## src/rtl/hs_rx_pkt_parser_pkg.sv

```systemverilog
// Shared constants for the HS receive packet parser: state encoding, header
// byte indices, CRC16 parameters and the byte-wide CRC step.
package hs_rx_pkg;

  localparam logic [2:0] ST_IDLE    = 3'd0;
  localparam logic [2:0] ST_ARMED   = 3'd1;
  localparam logic [2:0] ST_HDR     = 3'd2;
  localparam logic [2:0] ST_PAYLOAD = 3'd3;
  localparam logic [2:0] ST_FOOTER  = 3'd4;
  localparam logic [2:0] ST_DONE    = 3'd5;

  localparam logic [1:0] HDR_DI     = 2'd0;
  localparam logic [1:0] HDR_WC_LSB = 2'd1;
  localparam logic [1:0] HDR_WC_MSB = 2'd2;
  localparam logic [1:0] HDR_ECC    = 2'd3;

  localparam logic [15:0] CRC_POLY = 16'h8408;
  localparam logic [15:0] CRC_SEED = 16'hFFFF;

  localparam logic [5:0] SHORT_DT_MAX_DEF = 6'h0F;

  // Reflected CRC16, data consumed LSB-first.
  function automatic logic [15:0] crc16Byte(input logic [15:0] crcIn,
                                            input logic [7:0]  dataIn);
    logic [15:0] c;
    c = crcIn;
    for (int unsigned i = 0; i < 8; i++) begin
      if (c[0] ^ dataIn[i]) c = (c >> 1) ^ CRC_POLY;
      else                  c = c >> 1;
    end
    return c;
  endfunction

endpackage

```

## src/rtl/hs_rx_pkt_parser_if.sv

```systemverilog
// Byte-side PPI inputs and link-layer packet outputs of the HS receive parser.
interface hs_rx_pkt_parser_if;
  logic        RxActiveHS;
  logic        RxSyncHS;
  logic        RxValidHS;
  logic [7:0]  RxDataHS;
  logic        PktHdrValid;
  logic [1:0]  PktVC;
  logic [5:0]  PktDataType;
  logic [15:0] PktWordCount;
  logic [7:0]  PktEcc;
  logic        PktShort;
  logic [7:0]  PayloadData;
  logic        PayloadValid;
  logic        PayloadLast;
  logic        PktDone;
  logic        PktAbort;
  logic        CrcErr;

  modport master (
    output RxActiveHS, RxSyncHS, RxValidHS, RxDataHS,
    input  PktHdrValid, PktVC, PktDataType, PktWordCount, PktEcc, PktShort,
           PayloadData, PayloadValid, PayloadLast, PktDone, PktAbort, CrcErr
  );

  modport slave (
    input  RxActiveHS, RxSyncHS, RxValidHS, RxDataHS,
    output PktHdrValid, PktVC, PktDataType, PktWordCount, PktEcc, PktShort,
           PayloadData, PayloadValid, PayloadLast, PktDone, PktAbort, CrcErr
  );
endinterface

```

## src/rtl/hs_rx_pkt_parser_crc16.sv

```systemverilog
// Byte-wide CRC16 accumulator with synchronous clear and enable.
module hs_rx_crc16
  import hs_rx_pkg::*;
(
  input  logic        clk,
  input  logic        rstN,
  input  logic        clr,
  input  logic        en,
  input  logic [7:0]  data,
  output logic [15:0] crc
);

  always_ff @(posedge clk or negedge rstN) begin
    if (!rstN)    crc <= CRC_SEED;
    else if (clr) crc <= CRC_SEED;
    else if (en)  crc <= crc16Byte(crc, data);
  end

endmodule

```

## src/rtl/hs_rx_pkt_parser.sv

```systemverilog
// CSI-2 packet parser on the HS receive byte stream (RxByteClkHS domain).
// Define HS_RX_CRC_CHECK_EN to check the payload CRC16 against the footer.
module hs_rx_pkt_parser
  import hs_rx_pkg::*;
#(
  parameter int unsigned WC_W         = 16,
  parameter logic [5:0]  SHORT_DT_MAX = SHORT_DT_MAX_DEF
) (
  input logic              RxByteClkHS,
  input logic              RST,
  hs_rx_pkt_parser_if.slave bus
);

  logic [2:0]      state;
  logic [1:0]      hdrIdx;
  logic [7:0]      diReg;
  logic [15:0]     wcReg;
  logic [WC_W-1:0] remaining;
  logic            footHi;
  logic            accept;
  logic            inBurst;
  logic            isShort;

  assign accept  = bus.RxValidHS & bus.RxActiveHS;
  assign inBurst = (state == ST_ARMED) || (state == ST_HDR) ||
                   (state == ST_PAYLOAD) || (state == ST_FOOTER);
  assign isShort = (diReg[5:0] <= SHORT_DT_MAX);

  always_ff @(posedge RxByteClkHS or negedge RST) begin
    if (!RST) begin
      state            <= ST_IDLE;
      hdrIdx           <= HDR_DI;
      diReg            <= '0;
      wcReg            <= '0;
      remaining        <= '0;
      footHi           <= 1'b0;
      bus.PktHdrValid  <= 1'b0;
      bus.PktVC        <= '0;
      bus.PktDataType  <= '0;
      bus.PktWordCount <= '0;
      bus.PktEcc       <= '0;
      bus.PktShort     <= 1'b0;
      bus.PayloadData  <= '0;
      bus.PayloadValid <= 1'b0;
      bus.PayloadLast  <= 1'b0;
      bus.PktDone      <= 1'b0;
      bus.PktAbort     <= 1'b0;
    end else begin
      bus.PktHdrValid  <= 1'b0;
      bus.PayloadValid <= 1'b0;
      bus.PayloadLast  <= 1'b0;
      bus.PktDone      <= 1'b0;
      bus.PktAbort     <= 1'b0;
      if (inBurst && !bus.RxActiveHS) begin
        bus.PktAbort <= 1'b1;
        state        <= ST_IDLE;
      end else begin
        case (state)
          ST_IDLE: begin
            if (bus.RxSyncHS && bus.RxActiveHS) begin
              if (bus.RxValidHS) begin
                diReg  <= bus.RxDataHS;
                hdrIdx <= HDR_WC_LSB;
                state  <= ST_HDR;
              end else begin
                state <= ST_ARMED;
              end
            end
          end
          ST_ARMED: begin
            if (accept) begin
              diReg  <= bus.RxDataHS;
              hdrIdx <= HDR_WC_LSB;
              state  <= ST_HDR;
            end
          end
          ST_HDR: begin
            if (accept) begin
              case (hdrIdx)
                HDR_WC_LSB: begin
                  wcReg[7:0] <= bus.RxDataHS;
                  hdrIdx     <= HDR_WC_MSB;
                end
                HDR_WC_MSB: begin
                  wcReg[15:8] <= bus.RxDataHS;
                  hdrIdx      <= HDR_ECC;
                end
                HDR_ECC: begin
                  bus.PktHdrValid  <= 1'b1;
                  bus.PktVC        <= diReg[7:6];
                  bus.PktDataType  <= diReg[5:0];
                  bus.PktWordCount <= wcReg;
                  bus.PktEcc       <= bus.RxDataHS;
                  bus.PktShort     <= isShort;
                  footHi           <= 1'b0;
                  if (isShort) begin
                    bus.PktDone <= 1'b1;
                    state       <= ST_DONE;
                  end else if (wcReg == '0) begin
                    state <= ST_FOOTER;
                  end else begin
                    remaining <= WC_W'(wcReg);
                    state     <= ST_PAYLOAD;
                  end
                end
                default: hdrIdx <= HDR_WC_LSB;
              endcase
            end
          end
          ST_PAYLOAD: begin
            if (accept) begin
              bus.PayloadData  <= bus.RxDataHS;
              bus.PayloadValid <= 1'b1;
              remaining        <= remaining - WC_W'(1);
              if (remaining == WC_W'(1)) begin
                bus.PayloadLast <= 1'b1;
                state           <= ST_FOOTER;
              end
            end
          end
          ST_FOOTER: begin
            if (accept) begin
              if (!footHi) begin
                footHi <= 1'b1;
              end else begin
                bus.PktDone <= 1'b1;
                state       <= ST_DONE;
              end
            end
          end
          ST_DONE: begin
            if (!bus.RxActiveHS) state <= ST_IDLE;
          end
          default: state <= ST_IDLE;
        endcase
      end
    end
  end

`ifdef HS_RX_CRC_CHECK_EN
  logic        diAcc;
  logic        payAcc;
  logic [15:0] crcVal;
  logic [7:0]  footLsb;

  // CRC restarts on every DI byte, so WC=0 packets compare against the seed.
  assign diAcc  = accept && ((state == ST_ARMED) ||
                             (state == ST_IDLE && bus.RxSyncHS));
  assign payAcc = accept && (state == ST_PAYLOAD);

  hs_rx_crc16 uCrc (
    .clk  (RxByteClkHS),
    .rstN (RST),
    .clr  (diAcc),
    .en   (payAcc),
    .data (bus.RxDataHS),
    .crc  (crcVal)
  );

  always_ff @(posedge RxByteClkHS or negedge RST) begin
    if (!RST) begin
      footLsb    <= '0;
      bus.CrcErr <= 1'b0;
    end else begin
      bus.CrcErr <= 1'b0;
      if (accept && state == ST_FOOTER && bus.RxActiveHS) begin
        if (!footHi) footLsb    <= bus.RxDataHS;
        else         bus.CrcErr <= (crcVal != {bus.RxDataHS, footLsb});
      end
    end
  end
`else
  assign bus.CrcErr = 1'b0;
`endif

endmodule
```

## src/flat_wrapper.sv

```systemverilog
// flat-port wrapper written by rule: the top's interface ports become plain ports
module hs_rx_pkt_parser_flat import hs_rx_pkg::*;
#(
  parameter int unsigned WC_W         = 16,
  parameter logic [5:0]  SHORT_DT_MAX = SHORT_DT_MAX_DEF
)
  (RxByteClkHS, RST, bus_RxActiveHS, bus_RxSyncHS, bus_RxValidHS, bus_RxDataHS, bus_PktHdrValid, bus_PktVC, bus_PktDataType, bus_PktWordCount, bus_PktEcc, bus_PktShort, bus_PayloadData, bus_PayloadValid, bus_PayloadLast, bus_PktDone, bus_PktAbort, bus_CrcErr);
  hs_rx_pkt_parser_if bus_i ();
  input logic RxByteClkHS;
  input logic RST;
  input wire logic [$bits(bus_i.RxActiveHS)-1:0] bus_RxActiveHS;
  input wire logic [$bits(bus_i.RxSyncHS)-1:0] bus_RxSyncHS;
  input wire logic [$bits(bus_i.RxValidHS)-1:0] bus_RxValidHS;
  input wire logic [$bits(bus_i.RxDataHS)-1:0] bus_RxDataHS;
  output wire logic [$bits(bus_i.PktHdrValid)-1:0] bus_PktHdrValid;
  output wire logic [$bits(bus_i.PktVC)-1:0] bus_PktVC;
  output wire logic [$bits(bus_i.PktDataType)-1:0] bus_PktDataType;
  output wire logic [$bits(bus_i.PktWordCount)-1:0] bus_PktWordCount;
  output wire logic [$bits(bus_i.PktEcc)-1:0] bus_PktEcc;
  output wire logic [$bits(bus_i.PktShort)-1:0] bus_PktShort;
  output wire logic [$bits(bus_i.PayloadData)-1:0] bus_PayloadData;
  output wire logic [$bits(bus_i.PayloadValid)-1:0] bus_PayloadValid;
  output wire logic [$bits(bus_i.PayloadLast)-1:0] bus_PayloadLast;
  output wire logic [$bits(bus_i.PktDone)-1:0] bus_PktDone;
  output wire logic [$bits(bus_i.PktAbort)-1:0] bus_PktAbort;
  output wire logic [$bits(bus_i.CrcErr)-1:0] bus_CrcErr;
  assign bus_i.RxActiveHS = bus_RxActiveHS;
  assign bus_i.RxSyncHS = bus_RxSyncHS;
  assign bus_i.RxValidHS = bus_RxValidHS;
  assign bus_i.RxDataHS = bus_RxDataHS;
  assign bus_PktHdrValid = bus_i.PktHdrValid;
  assign bus_PktVC = bus_i.PktVC;
  assign bus_PktDataType = bus_i.PktDataType;
  assign bus_PktWordCount = bus_i.PktWordCount;
  assign bus_PktEcc = bus_i.PktEcc;
  assign bus_PktShort = bus_i.PktShort;
  assign bus_PayloadData = bus_i.PayloadData;
  assign bus_PayloadValid = bus_i.PayloadValid;
  assign bus_PayloadLast = bus_i.PayloadLast;
  assign bus_PktDone = bus_i.PktDone;
  assign bus_PktAbort = bus_i.PktAbort;
  assign bus_CrcErr = bus_i.CrcErr;
  hs_rx_pkt_parser #(.WC_W(WC_W), .SHORT_DT_MAX(SHORT_DT_MAX)) u_core (.RxByteClkHS(RxByteClkHS), .RST(RST), .bus(bus_i));
endmodule
```

## config.mk

```make
export PLATFORM = sky130hd
export DESIGN_NAME = hs_rx_pkt_parser_flat
export DESIGN_NICKNAME = d
export VERILOG_FILES = /design/src/rtl/hs_rx_pkt_parser_pkg.sv /design/src/rtl/hs_rx_pkt_parser_if.sv /design/src/rtl/hs_rx_pkt_parser_crc16.sv /design/src/rtl/hs_rx_pkt_parser.sv /design/src/flat_wrapper.sv
export SDC_FILE = /design/constraint.sdc
export NUM_CORES = 1
export LEC_CHECK = 0
export ABC_AREA = 1
export CAP_MARGIN = 5
export CORE_AREA = 2 2 70 139
export CTS_CLUSTER_DIAMETER = 100
export CTS_CLUSTER_SIZE = 24
export DETAILED_ROUTE_END_ITERATION = 7
export DIE_AREA = 0 0 72 141
export PLACE_DENSITY = 0.85
export SYNTH_ARGS = -nofsm -noshare
export SYNTH_HDL_FRONTEND = slang
export SYNTH_SLANG_ARGS = --single-unit
```

## constraint.sdc

```tcl
create_clock -name RxByteClkHS -period 1.6 [get_ports RxByteClkHS]
set_clock_uncertainty 0.05 [all_clocks]
set_input_delay 0.24 -clock RxByteClkHS [delete_from_list [all_inputs] [get_ports RxByteClkHS]]
set_output_delay 0.24 -clock RxByteClkHS [all_outputs]
set_load 0.02 [all_outputs]
```

# Word level (Yosys, flattened, before mapping)
# Cells that the tools add are included.
totals:
  regBits: 92
  word_cells: 124
  output_inout_bits: 47
  inputBits: 13
classes:
  bitwise_logic: 2
  n_mux: 53
  add_sub_neg: 1
  magnitude_cmp: 1
  reduce_logical: 21
  n_eq_ne: 28
op_table:
  columns: ["cell", "count"]
  rows:
  - ["$mux W16", 5]
  - ["$mux W3", 12]
  - ["$pmux W16 S2", 1]
  - ["$mux W8", 3]
  - ["$mux W1", 21]
  - ["$ne A3 B2 Y1 const B", 6]
  - ["$pmux W3 S6", 1]
  - ["$eq A16 B1 Y1 const B", 1]
  - ["$logic_not A16 Y1", 1]
  - ["$pmux W8 S2", 1]
  - ["$sub A16 B1 Y16 const B", 1]
  - ["$reduce_and A7 Y1", 2]
  - ["$pmux W2 S3", 2]
  - ["$reduce_and A4 Y1", 3]
  - ["$mux W2", 5]
  - ["$ne A2 B1 Y1 const B", 5]
  - ["$ne A2 B2 Y1 const B", 5]
  - ["$reduce_and A5 Y1", 2]
  - ["$reduce_and A9 Y1", 1]
  - ["$eq A3 B2 Y1 const B", 2]
  - ["$eq A3 B3 Y1 const B", 2]
  - ["$le A6 B4 Y1 const B", 1]
  - ["$ne A3 B3 Y1 const B", 2]
  - ["$reduce_bool A2 Y1", 3]
  - ["other kinds (13)", 18]

# Depth between registers and ports, before layout
# Gate-level depths: netlist of the first run.
logic_depth:
  word_depth: 7
  ltp_mapped: 11
  mapped_depth_nobuf: 10

# Worst setup path before layout of the first run
# Ideal clock, no wire load.
synth_path:
  kind: "register to register"
  startpoint: "register u_core.state[0]"
  endpoint: "register u_core.bus.PktVC[0]"
  slack_ps: 75
  setup_ps: 117
  n_path_buf: 2
  t_arrival_ps: 1358
  t_required_ps: 1433
  synth_period_minus_slack_ps: 1525
  stages_incl_launch_ff: 11
  cell_sequence: "dfrtp_1 > inv_2 > nand3_4 > nor2_4 > inv_2 > nor2_4 > inv_2 > buf_6 > buf_2 > nand2_1 > nand2_1"
synth_via:
  elab_chain_len: 7
  word_cells_on_any_way: 10
  classes_between: "eq/ne (4); bitwise (1); reduce/logical (5)"
synth_lines:
  columns: ["element", "line_no", "source"]
  rows:
  - ["from (decl)", "hs_rx_pkt_parser.sv:14", "logic [2:0] state;"]
  - ["from (signal assigned)", "hs_rx_pkt_parser.sv:31", "state <= ST_IDLE;"]
  - ["from (signal assigned)", "hs_rx_pkt_parser.sv:56", "state <= ST_IDLE;"]
  - ["from (signal assigned)", "hs_rx_pkt_parser.sv:64", "state <= ST_HDR;"]
  - ["$eq A3 B1 Y1 / $eq A3 B2 Y1 (equally long branches)", "hs_rx_pkt_parser.sv:25, hs_rx_pkt_parser.sv:58", null]
  - ["$logic_or A1 B1 Y1 (2 in series)", "hs_rx_pkt_parser.sv:25", "assign inBurst = (state == ST_ARMED) || (state == ST_HDR) ||"]
  - ["$logic_or A1 B1 Y1", "hs_rx_pkt_parser.sv:26", "(state == ST_PAYLOAD) || (state == ST_FOOTER);"]
  - ["$logic_and A1 B1 Y1", "hs_rx_pkt_parser.sv:54", "if (inBurst && !bus.RxActiveHS) begin"]
  - ["$not A1 Y1 (no source line)", null, null]
  - ["$reduce_and A4 Y1 (no source line) *", null, null]
  - ["to (signal assigned)", "hs_rx_pkt_parser.sv:90", "bus.PktVC <= diReg[7:6];"]
  - ["to (decl)", "hs_rx_pkt_parser_if.sv:28", "output PktHdrValid, PktVC, PktDataType, PktWordCount, PktEcc, PktShort,"]
# Mark *: on every way between the ends. The rest lies on a longest branch, timed or not.
# A chain may end at the register's enable or synchronous reset.

# Final worst setup path of the first run
layout_path:
  startpoint: "register u_core.bus.PktWordCount[6]"
  endpoint: "output bus_PktWordCount[6]"
layout_rtl:
  columns: ["element", "line_no", "source"]
  rows:
  - ["from (decl)", "hs_rx_pkt_parser_if.sv:28", null]
  - ["from (signal assigned)", "hs_rx_pkt_parser.sv:92", "bus.PktWordCount <= wcReg;"]
  - ["to (decl)", "flat_wrapper.sv:18", "output wire logic [$bits(bus_i.PktWordCount)-1:0] bus_PktWordCount;"]
# No word-level cell between the ends.

==> reports/results.ini, run 1 <==
[run_status]
run_status = finished clean

[global_routing]
grt_max_degree = 39
grt_pass1_wl_um = 18100
grt-ovfl-total = 0
track_usage_pct = 22.7
first_global_vias = 3927
antenna_found_initial = 0

[logic_synthesis]
synth_top_area_cell = dfrtp_1
synth_top_area_share_pct = 51.7
avgSynthCellArea_um2 = 8.21
synth_nets = 561
synthArstFlopShare_pct = 100
yosysWarnings = 0
netlist_instances = 543
syn_area_um2 = 4460
synth_edf_count = 0
ys_ff_latch = 92
synth_ff_type = dfrtp_1
ys_seq_area_share_pct = 51.7
synth_area_leaders = dfrtp_1 (52%), nand2_1 (17%), o21ai_0 (5.5%)
post_synth_num_cell_types = 31

[detailed_routing]
route.detailed.drc = 0
post_drt_wl_per_cell_um = 14.9
vias = 4005
vias_per_cell = 5.29
drtIter0Drc = 385
antenna_left = 0
drt-total-wl_um = 11300
drt_pass1_iterations = 5

[cts]
clk_path_buf_depth = 2
clock_latency_ps = 350
root_buffer = clkbuf_16
path_clk_slew_ps = 70
cts_sinks = 92
cts_buffers = 9
h-tree-depth = 3
cts_tree = yes

[floorplanning]
die-area_um2 = 10200
io_pins = 60
die_w_um = 72
start_util_pct = 48.4
die_height_um = 141
fp-row-count = 50
core_area_um2 = 9200

[setup_path]
end_kind = output pin
arrival_ps = 1290
worst-r2r-cell-count = 7
critPathMaxFanout = 2
timing.rr.start = u_core.state[2]
path_delay_family = buffers and inverters
worst_path_max_delay_cell = clkdlybuf4s50_1
cp_num_buf_inv = 1
slowest_delay_ps = 600
r2r-end = u_core.diReg[2]
critical_path_class = reg2out
setup.worst_path.start = u_core.bus.PktWordCount[6]
cp.required_ps = 1310
crit_cells = 1
crit_chain = clkdlybuf4s50_1
r2r_slack_ps = 40
cp-start-kind = register

[sta]
maxSlewViolCount = 0
layout_worst_path_cycle_share_pct = 98.7
grt_setup_unrepaired = true
fmax_mhz = 633
tns_ps = 0
final.min_clock_period_ps = 1580
finalSetupViolations = 0
finalHoldViolCount = 0

[power_and_ir_drop]
p_per_area_nw_per_um2 = 1740
p_total_mw = 10.2
p_leak_nw = 3.21
ir_drop_uv = 927

[finish]
layout.cells.non_filler = 757
areaGrowthSynthToFinish_pct = 32.0
fillCellCount = 737
antenna_cells = 0
drive_above_1_share_pct = 20.8
finish.utilization_pct = 64.0
fin_nets = 666

[place]
dp.cells = 736
gp_congestion = 0.899
io_buffers = 58
detailed_place_hpwl_um = 7830

[worst_hold_path]
hold_path.class = in2async

[flow_run]
cap_violations = 0

==> what timing repair did <==
item                                   4_1_cts  5_1_grt
pin swaps                                    1        5
hold buffers                                 1        0
buffers inserted                             0        4
cloned                                       0        0
endpoints found under the hold margin       23        0
setup endpoints to repair                   52       40
gates resized for setup                     37       44
==> worst max path at each step <==
stage	slack, ps	to
finish	20	bus_PktWordCount[6]
global route	-70	u_core.remaining[9]
detailed placement	-290	u_core.state[2]
global placement	-230	u_core.state[0]
floorplan	70	u_core.bus.PktVC[0]
CTS	0.6	bus_PayloadData[7]
==> cells by family after synthesis <==
| logic type | synth area share [%] |
|---|---|
| AOI/OAI and AO/OA | 10.2 |
| xor gates and xnor gates | 1.18 |
| adders and majority gates | 1.40 |
| buffers and inverters | 7.39 |
| DFF | 51.7 |
| other | 0.0842 |
| and+or+nand+nor | 28.1 |
==> layout make-up <==
| type | count | area, um2 | area share, % |
|---|---|---|---|
| sequential | 92 | 2300 | 39.2 |
| clock inverter | 7 | 65.1 | 1.11 |
| clock buffer | 9 | 225 | 3.83 |
| multi-input combinational | 386 | 1890 | 32.2 |
| inverter | 46 | 191 | 3.25 |
| timing repair buffer | 113 | 1070 | 18.2 |
| tap | 104 | 130 | 2.21 |
==> synth_stat cells (all sizes together) (2+ instances only) <==
master,count
a21oi,5
buf,14
clkbuf,5
dfrtp,92
ha,5
inv,46
nand2,214
nand3,29
nand4,3
nor2,46
o21ai,74
or2,2
xnor2,3
xor2,3
==> placed cells by master, fill, tap and decap left out, types with 6 or more instances in the layout <==
master	synthesis	routed
nand2_1	205	201
dfrtp_1	92	90
buf_4	1	47
o21ai_0	49	41
inv_1	39	35
nor2_1	41	31
dlygate4sd2_1	0	30
nand3_1	25	22
o21ai_1	11	19
clkdlybuf4s50_1	0	17
o21ai_2	14	14
nand2_2	8	12
nor2_2	2	11
dlymetal6s2s_1	0	10
clkbuf_16	0	9
buf_12	1	7
inv_2	6	6
==> power by group <==
group          switching [mW]  leakage [nW]  internal [mW]  total [mW]
registers               0.512          1.22           3.02        3.53
clock network           0.994         0.140           1.09        2.09
logic                    2.70          1.85           1.89        4.60
==> sequential cells by signal, summed over array words and instances, names as in the netlist, 2 cells and up <==
name,cells
u_core.state,3
u_core.bus.PayloadData,8
u_core.bus.PktVC,2
u_core.bus.PktDataType,6
u_core.hdrIdx,2
u_core.wcReg,16
u_core.bus.PktEcc,8
u_core.bus.PktWordCount,16
u_core.diReg,8
u_core.remaining,16
==> stage by stage <==
| stage | setup WS [ps] | cell area, um2 | hold slack [ps] |
|---|---|---|---|
| after floorplan | 74.6 | 4460 | -106 |
| after global routing | -68.6 | 5880 | 330 |
| final | 21.2 | 5880 | 301 |
| after detailed placement | -288 | 5470 | 118 |
| after CTS | 0.562 | 5750 | 291 |
| after global placement | -232 | 5470 | 117 |
==> routing by layer <==
layer	vias up	global-route usage (%)	wire length, um
met1	1877	27.3	4250
met3	40	4.07	674
li1	1918	-	-
met2	170	38.9	5870
met4	0	10.4	471
met5	-	0	0
Note: power is estimated with default switching activity, not from simulation.
==> run 2, diff against run 1 <==
Settings changed: GPL_TIMING_DRIVEN from default to 0, SETUP_SLACK_MARGIN from default to 0.15.
==> run 2 against run 1 <==
Compared with the run above: the run now ends with setup timing left; flip-flop and latch count did not move; register-to-register slack got worse by 280 ps; via count rose by 20%; highest routed layer unchanged.
==> reports/results.ini, run 2 (synthesized netlist as in run 1, its figures left out) <==
[run_status]
run_status = complete, but fails checks
violations = setup timing

[global_routing]
grt_pass1_wl_um = 22000
first_global_vias = 4410
grt_max_degree = 66
grt-ovfl-total = 0
track_usage_pct = 28.3
antenna_found_initial = 0

[detailed_routing]
drt_pass1_iterations = 7
post_drt_wl_per_cell_um = 21.3
drtIter0Drc = 528
vias = 4800
route.detailed.drc = 0
antenna_left = 0
vias_per_cell = 6.15
drt-total-wl_um = 16600

[finish]
multi_input_area_um2 = 2360
drive_above_1_share_pct = 37.5
ff_latch_area_um2 = 2310
finish.utilization_pct = 73.6
mostFrequentLayoutCells = nand2_1 (146), dfrtp_1 (84), dlygate4sd2_1 (47)
layout.cells.most_common = nand2_1
areaGrowthSynthToFinish_pct = 51.8
fin_nets = 690
design_area_um2 = 6760
top_regs = u_core.bus.PktWordCount: 16 flops, u_core.remaining: 16 flops, u_core.wcReg: 16 flops
fillCellCount = 527
antenna_cells = 0

[place]
gp_congestion = 0.912
place_area_um2 = 5200
io_buffers = 58
detailed_place_hpwl_um = 7660
place_ws_ps = -496

[sta]
grt_setup_unrepaired = true
final.min_clock_period_ps = 1840
finalSetupViolations = 47
fmax_mhz = 543
tns_ps = -4450
timing.final.ws_setup_ps = -243
maxSlewViolCount = 0
layout_worst_path_cycle_share_pct = 115
finalHoldViolCount = 0

[floorplanning]
die_w_um = 72
core_area_um2 = 9200
die-area_um2 = 10200
fp-row-count = 50
start_util_pct = 48.4
io_pins = 60
die_height_um = 141

[setup_path]
r2r_slack_ps = -240
worst_path_max_delay_cell = dfrtp_1
critPathMaxFanout = 5
arrival_ps = 2070
crit_chain = nor2_1 > nand2_1 > nor2_2 > nand2_1 > nand2_1 > nand2_2 > nand2_4 > inv_8 > clkbuf_16 > o21ai_2
cp.required_ps = 1830
cp-start-kind = register
slowest_delay_ps = 450
cpMostUsedCell = nand2_1
worst-r2r-cell-count = 10
timing.rr.start = u_core.wcReg[0]
critical_path_class = reg2reg
end_kind = register
r2r-end = u_core.remaining[1]

[power_and_ir_drop]
p_int_mw = 6.63
ir_drop_uv = 1360
power_frac_clock_pct = 19.2
power.switching_mw = 5.20
p_leak_nw = 3.46
p_total_mw = 11.8
p_comb_share_pct = 48.8
p_per_area_nw_per_um2 = 1750
seqPwrFrac_pct = 32.0
p_sw_share_pct = 44.0

[flow_run]
cap_violations = 0

[cts]
root_buffer = clkbuf_16
clock_latency_ps = 360
h-tree-depth = 3
cts_tree = yes
cts_sinks = 92
cts_buffers = 9
path_clk_slew_ps = 70
clk_path_buf_depth = 2

[worst_hold_path]
hold_path.class = in2async

-- run 2: worst max-delay path: cells and delay by family (launching register included) --
family          cells  cell delay, ps
buf+inv             2             220
compound gates      1             130
simple gates        7             900
flops               1             450
-- run 2: power by group through the flow --
stage	Sequential (mW)	Combinational, mW	Clock, mW
after floorplan	3.82	2.32	0
after global placement	3.64	3.64	0
after detailed placement	3.67	3.79	0
after CTS	3.63	4.70	2.19
after global routing	3.83	6.09	2.35
final	3.78	5.78	2.27
-- run 2: metal layers --
| layer | GRT usage, % | share of wire (%) | vias to the layer above | wire length [um] |
|---|---|---|---|---|
| met5 | 0 | 0 | - | 0 |
| met4 | 21.1 | 9.7 | 0 | 1610 |
| met3 | 4.36 | 8.0 | 150 | 1340 |
| met2 | 46.8 | 51 | 412 | 8390 |
| met1 | 32.1 | 32 | 2254 | 5270 |
| li1 | - | - | 1984 | - |
-- run 2: per-stage QoR --
step                cells  hold WS, ps
floorplan             543         -106
finish                781          292
global placement      705          402
CTS                   766          325
detailed placement    706          135
global route          781          326
-- run 2: timing repair --
action                                 in CTS  in global routing
pin swaps                                  16                 24
gates resized for setup                   187                110
setup endpoints to repair                 133                 88
hold buffers                                1                  0
cloned                                      6                  3
setup buffers                              37                 12
endpoints found under the hold margin      27                  0
-- run 2: how the worst max path moves through the flow --
stage / slack, ps / endpoint / cells after the start / start
after floorplan: 110 / u_core.bus.PktShort / 10 / u_core.state[2]
after global placement: -3360 / u_core.state[1] / 1 / RST
after detailed placement: -500 / u_core.diReg[6] / 9 / bus_RxValidHS
after CTS: -30 / u_core.remaining[13] / 12 / u_core.state[2]
after global routing: -340 / u_core.remaining[9] / 11 / u_core.wcReg[0]
final: -240 / u_core.remaining[1] / 10 / u_core.wcReg[0]
-- run 2: layout make-up --
type	instances	area share, %
Multi-Input combinational cell	386	34.9
Sequential cell	92	34.2
Timing Repair Buffer	118	17.8
Buffer	19	3.64
Clock buffer	10	3.53
Inverter	46	2.92
Tap cell	104	1.92
Clock inverter	6	1.05
==> run 3, diff against run 2 <==
--- a/config.mk
+++ b/config.mk
@@ -14,7 +14,8 @@
 export DIE_AREA = 0 0 72 141
 export GPL_TIMING_DRIVEN = 0
-export PLACE_DENSITY = 0.85
+export PLACE_DENSITY = 0.86
 export SETUP_SLACK_MARGIN = 0.15
 export SYNTH_ARGS = -nofsm -noshare
 export SYNTH_HDL_FRONTEND = slang
+export SYNTH_HIERARCHICAL = 1
 export SYNTH_SLANG_ARGS = --single-unit
--- a/constraint.sdc
+++ b/constraint.sdc
@@ -3,3 +3,3 @@
 set_input_delay 0.24 -clock RxByteClkHS [delete_from_list [all_inputs] [get_ports RxByteClkHS]]
 set_output_delay 0.24 -clock RxByteClkHS [all_outputs]
-set_load 0.02 [all_outputs]
+set_load 0.05 [all_outputs]
==> run 3 against run 2 <==
Compared with the run above: the flow still finishes with violations (setup timing); synthesized cell count grew 4.8%; count of clock-buffer cells in the layout grew 2; wire length rose by 11%; largest cell class is now sequential cells; highest routed layer unchanged.
==> reports/results.ini, run 3 <==
[logic_synthesis]
yosys.area_share.simple_pct = 30.6
yosys-top-cells-count = nand2_1 (241), dfrtp_1 (92), nor2_1 (44), inv_1 (36), o21ai_0 (28)
synthMuxAreaShare_pct = 0
yosysWarnings = 6
synth_top_family_by_area = simple AND/OR/NAND/NOR gates
syn_area_um2 = 4490
netlist_instances = 569
synth_compound_area_share_pct = 10.1
post_synth_num_cell_types = 32
synth_nets = 587
synth_edf_count = 0
synth_top_area_share_pct = 51.3
synth_most_common_cell = nand2_1
ys_seq_area_share_pct = 51.3
synth_top_area_cell = dfrtp_1
avgSynthCellArea_um2 = 7.89
synth_area_leaders = dfrtp_1 (51%), nand2_1 (20%), nor2_1 (3.7%)
synth_xor_area_share_pct = 0.390
synthAdderAreaFrac_pct = 1.39
ys_ff_latch = 92
synthArstFlopShare_pct = 100
synth_ff_type = dfrtp_1

[floorplanning]
start_util_pct = 48.8
io_pins = 60
die_w_um = 72
die-area_um2 = 10200
fp-row-count = 50
core_area_um2 = 9200
die_height_um = 141

[sta]
final.min_clock_period_ps = 1800
layout_worst_path_cycle_share_pct = 113
worst_pin_slew_ps = 507
max_slew_margin_pct = 66.2
maxSlewViolCount = 0
grt_setup_unrepaired = true
whs_ps = 360
finalHoldViolCount = 0
fmax_mhz = 556
finalSetupViolations = 87
timing.final.ws_setup_ps = -200

[power_and_ir_drop]
p_comb_share_pct = 55.7
p_leak_nw = 3.47
seqPwrFrac_pct = 28.3
ir_drop_uv = 1350
p_int_mw = 6.86
power_frac_clock_pct = 15.9
power.switching_mw = 6.39
p_sw_share_pct = 48.2
p_per_area_nw_per_um2 = 1930

[global_routing]
track_usage_pct = 32.3
grt-ovfl-total = 0
grt_max_degree = 58
grt_pass1_wl_um = 24400
antenna_found_initial = 0
first_global_vias = 4766

[flow_run]
cap_violations = 0

[place]
detailed_place_hpwl_um = 8160
gp_congestion = 0.957
io_buffers = 58

[cts]
cts_tree = yes
root_buffer = clkbuf_16
cts_buffers = 9
h-tree-depth = 3
path_clk_slew_ps = 70
clk_path_buf_depth = 2
cts_sinks = 92
clock_latency_ps = 350

[setup_path]
critPathMaxFanout = 8
setup.worst_path.start = u_core/state[2]
r2r_slack_ps = -200
arrival_ps = 1970
timing.rr.start = u_core/state[2]
r2r-end = u_core/wcReg[14]
critical_path_class = reg2reg
worstSetupEndpoint = u_core/wcReg[14]
cp-start-kind = register
worst-r2r-cell-count = 10
cp.required_ps = 1770
end_kind = register

[detailed_routing]
route.detailed.drc = 0
drtIter0Drc = 994
vias_per_cell = 6.22
post_drt_wl_per_cell_um = 22.3
drt_pass1_iterations = 6
antenna_left = 0
vias = 5128
drt-total-wl_um = 18400

[finish]
top_regs = u_core/bus.PktWordCount: 16 flops, u_core/remaining: 16 flops, u_core/wcReg: 16 flops
drive_above_1_share_pct = 40.5
areaGrowthSynthToFinish_pct = 52.9
antenna_cells = 0
finish.utilization_pct = 74.6
mostFrequentLayoutCells = nand2_1 (205), dfrtp_1 (87), buf_4 (55)
fin_nets = 734
layout.cells.most_common = nand2_1

[run_status]
violations = setup timing
run_status = complete, but fails checks

[worst_hold_path]
hold_path.class = in2async

-- run 3: cell count changes in the layout (fill, tap and decap cells not counted), moves of 5 or more --
| cell | before | now |
|---|---|---|
| buf_4 | 39 | 55 |
| dlygate4sd2_1 | 47 | 2 |
| clkdlybuf4s15_2 | 0 | 43 |
| buf_6 | 13 | 24 |
| nand2_2 | 36 | 31 |
| o21ai_0 | 20 | 7 |
| nand2_4 | 31 | 11 |
| nand2_1 | 146 | 205 |
-- run 3: worst max-delay path, cell delays in order, from the launching register on --
cell and delay [ps]:
dfrtp_1 380, buf_6 130, nor2_4 170, nand2_4 100, inv_6 90, buf_4 120
buf_6 90, nand3_4 160, buf_8 200, nand2_1 80, o21ai_0 90
-- run 3: what timing repair did --
action / CTS / global route
hold endpoints to repair: 35 / 0
endpoints found under the setup margin: 135 / 93
setup buffers: 51 / 17
pin swaps: 14 / 17
gates cloned: 7 / 1
hold buffers: 1 / 0
gates resized for setup: 246 / 96
-- run 3: metal layers --
layer	share of wire, %	track usage (%)	vias up
met5	0	0	-
met1	33	34.9	2413
li1	-	-	2079
met4	9.2	23.2	0
met2	49	54.8	476
met3	8.8	6.08	160
-- run 3: kinds of logic after synthesis --
kind of cell               after synthesis
buffers and inverters                   62
xor gates and xnor gates                 2
DFF                                     92
adders and majority gates                5
and+or+nand+nor                        334
other                                    1
AOI/OAI and AO/OA                       73
-- run 3: final cells by class --
type,instances,area (um2)
inverter,44,193
multi-input combinational,415,2310
clock inverter,4,30.0
clock buffer,12,256
buffer,18,223
sequential,92,2310
timing repair buffer,135,1400
timing repair inverter,1,16.3
fill,516,2330
tap,104,130
-- run 3: how the worst min path moves through the flow --
stage	end	cells after the start
2_1_floorplan	u_core/bus.PayloadData[0]	0
3_3_place_gp	u_core/bus.PktVC[1]	2
3_5_place_dp	u_core/bus.PktWordCount[8]	1
4_1_cts	u_core/bus.PktVC[1]	2
5_1_grt	u_core/remaining[7]	2
6_report	u_core/bus.PktWordCount[10]	2
-- run 3: power groups by stage --
stage	sequential, mW	clock (mW)	combinational [mW]
after detailed placement	3.69	0	4.84
after global placement	3.67	0	4.69
final	3.75	2.11	7.38
after global routing	3.78	2.20	7.71
after CTS	3.60	2.05	6.16
after floorplan	4.36	0	2.78
-- run 3: stage by stage --
stage	setup WS [ps]	total power [mW]	std cells	instance area [um2]	TNS (ps)
floorplan	109	7.14	569	4520	0
global placement	-3050	8.36	731	5230	-300180
detailed placement	-500	8.53	732	5260	-25790
CTS	-32.1	11.8	807	6480	-388
global route	-225	13.7	825	6860	-12370
finish	-200	13.2	825	6860	-8880
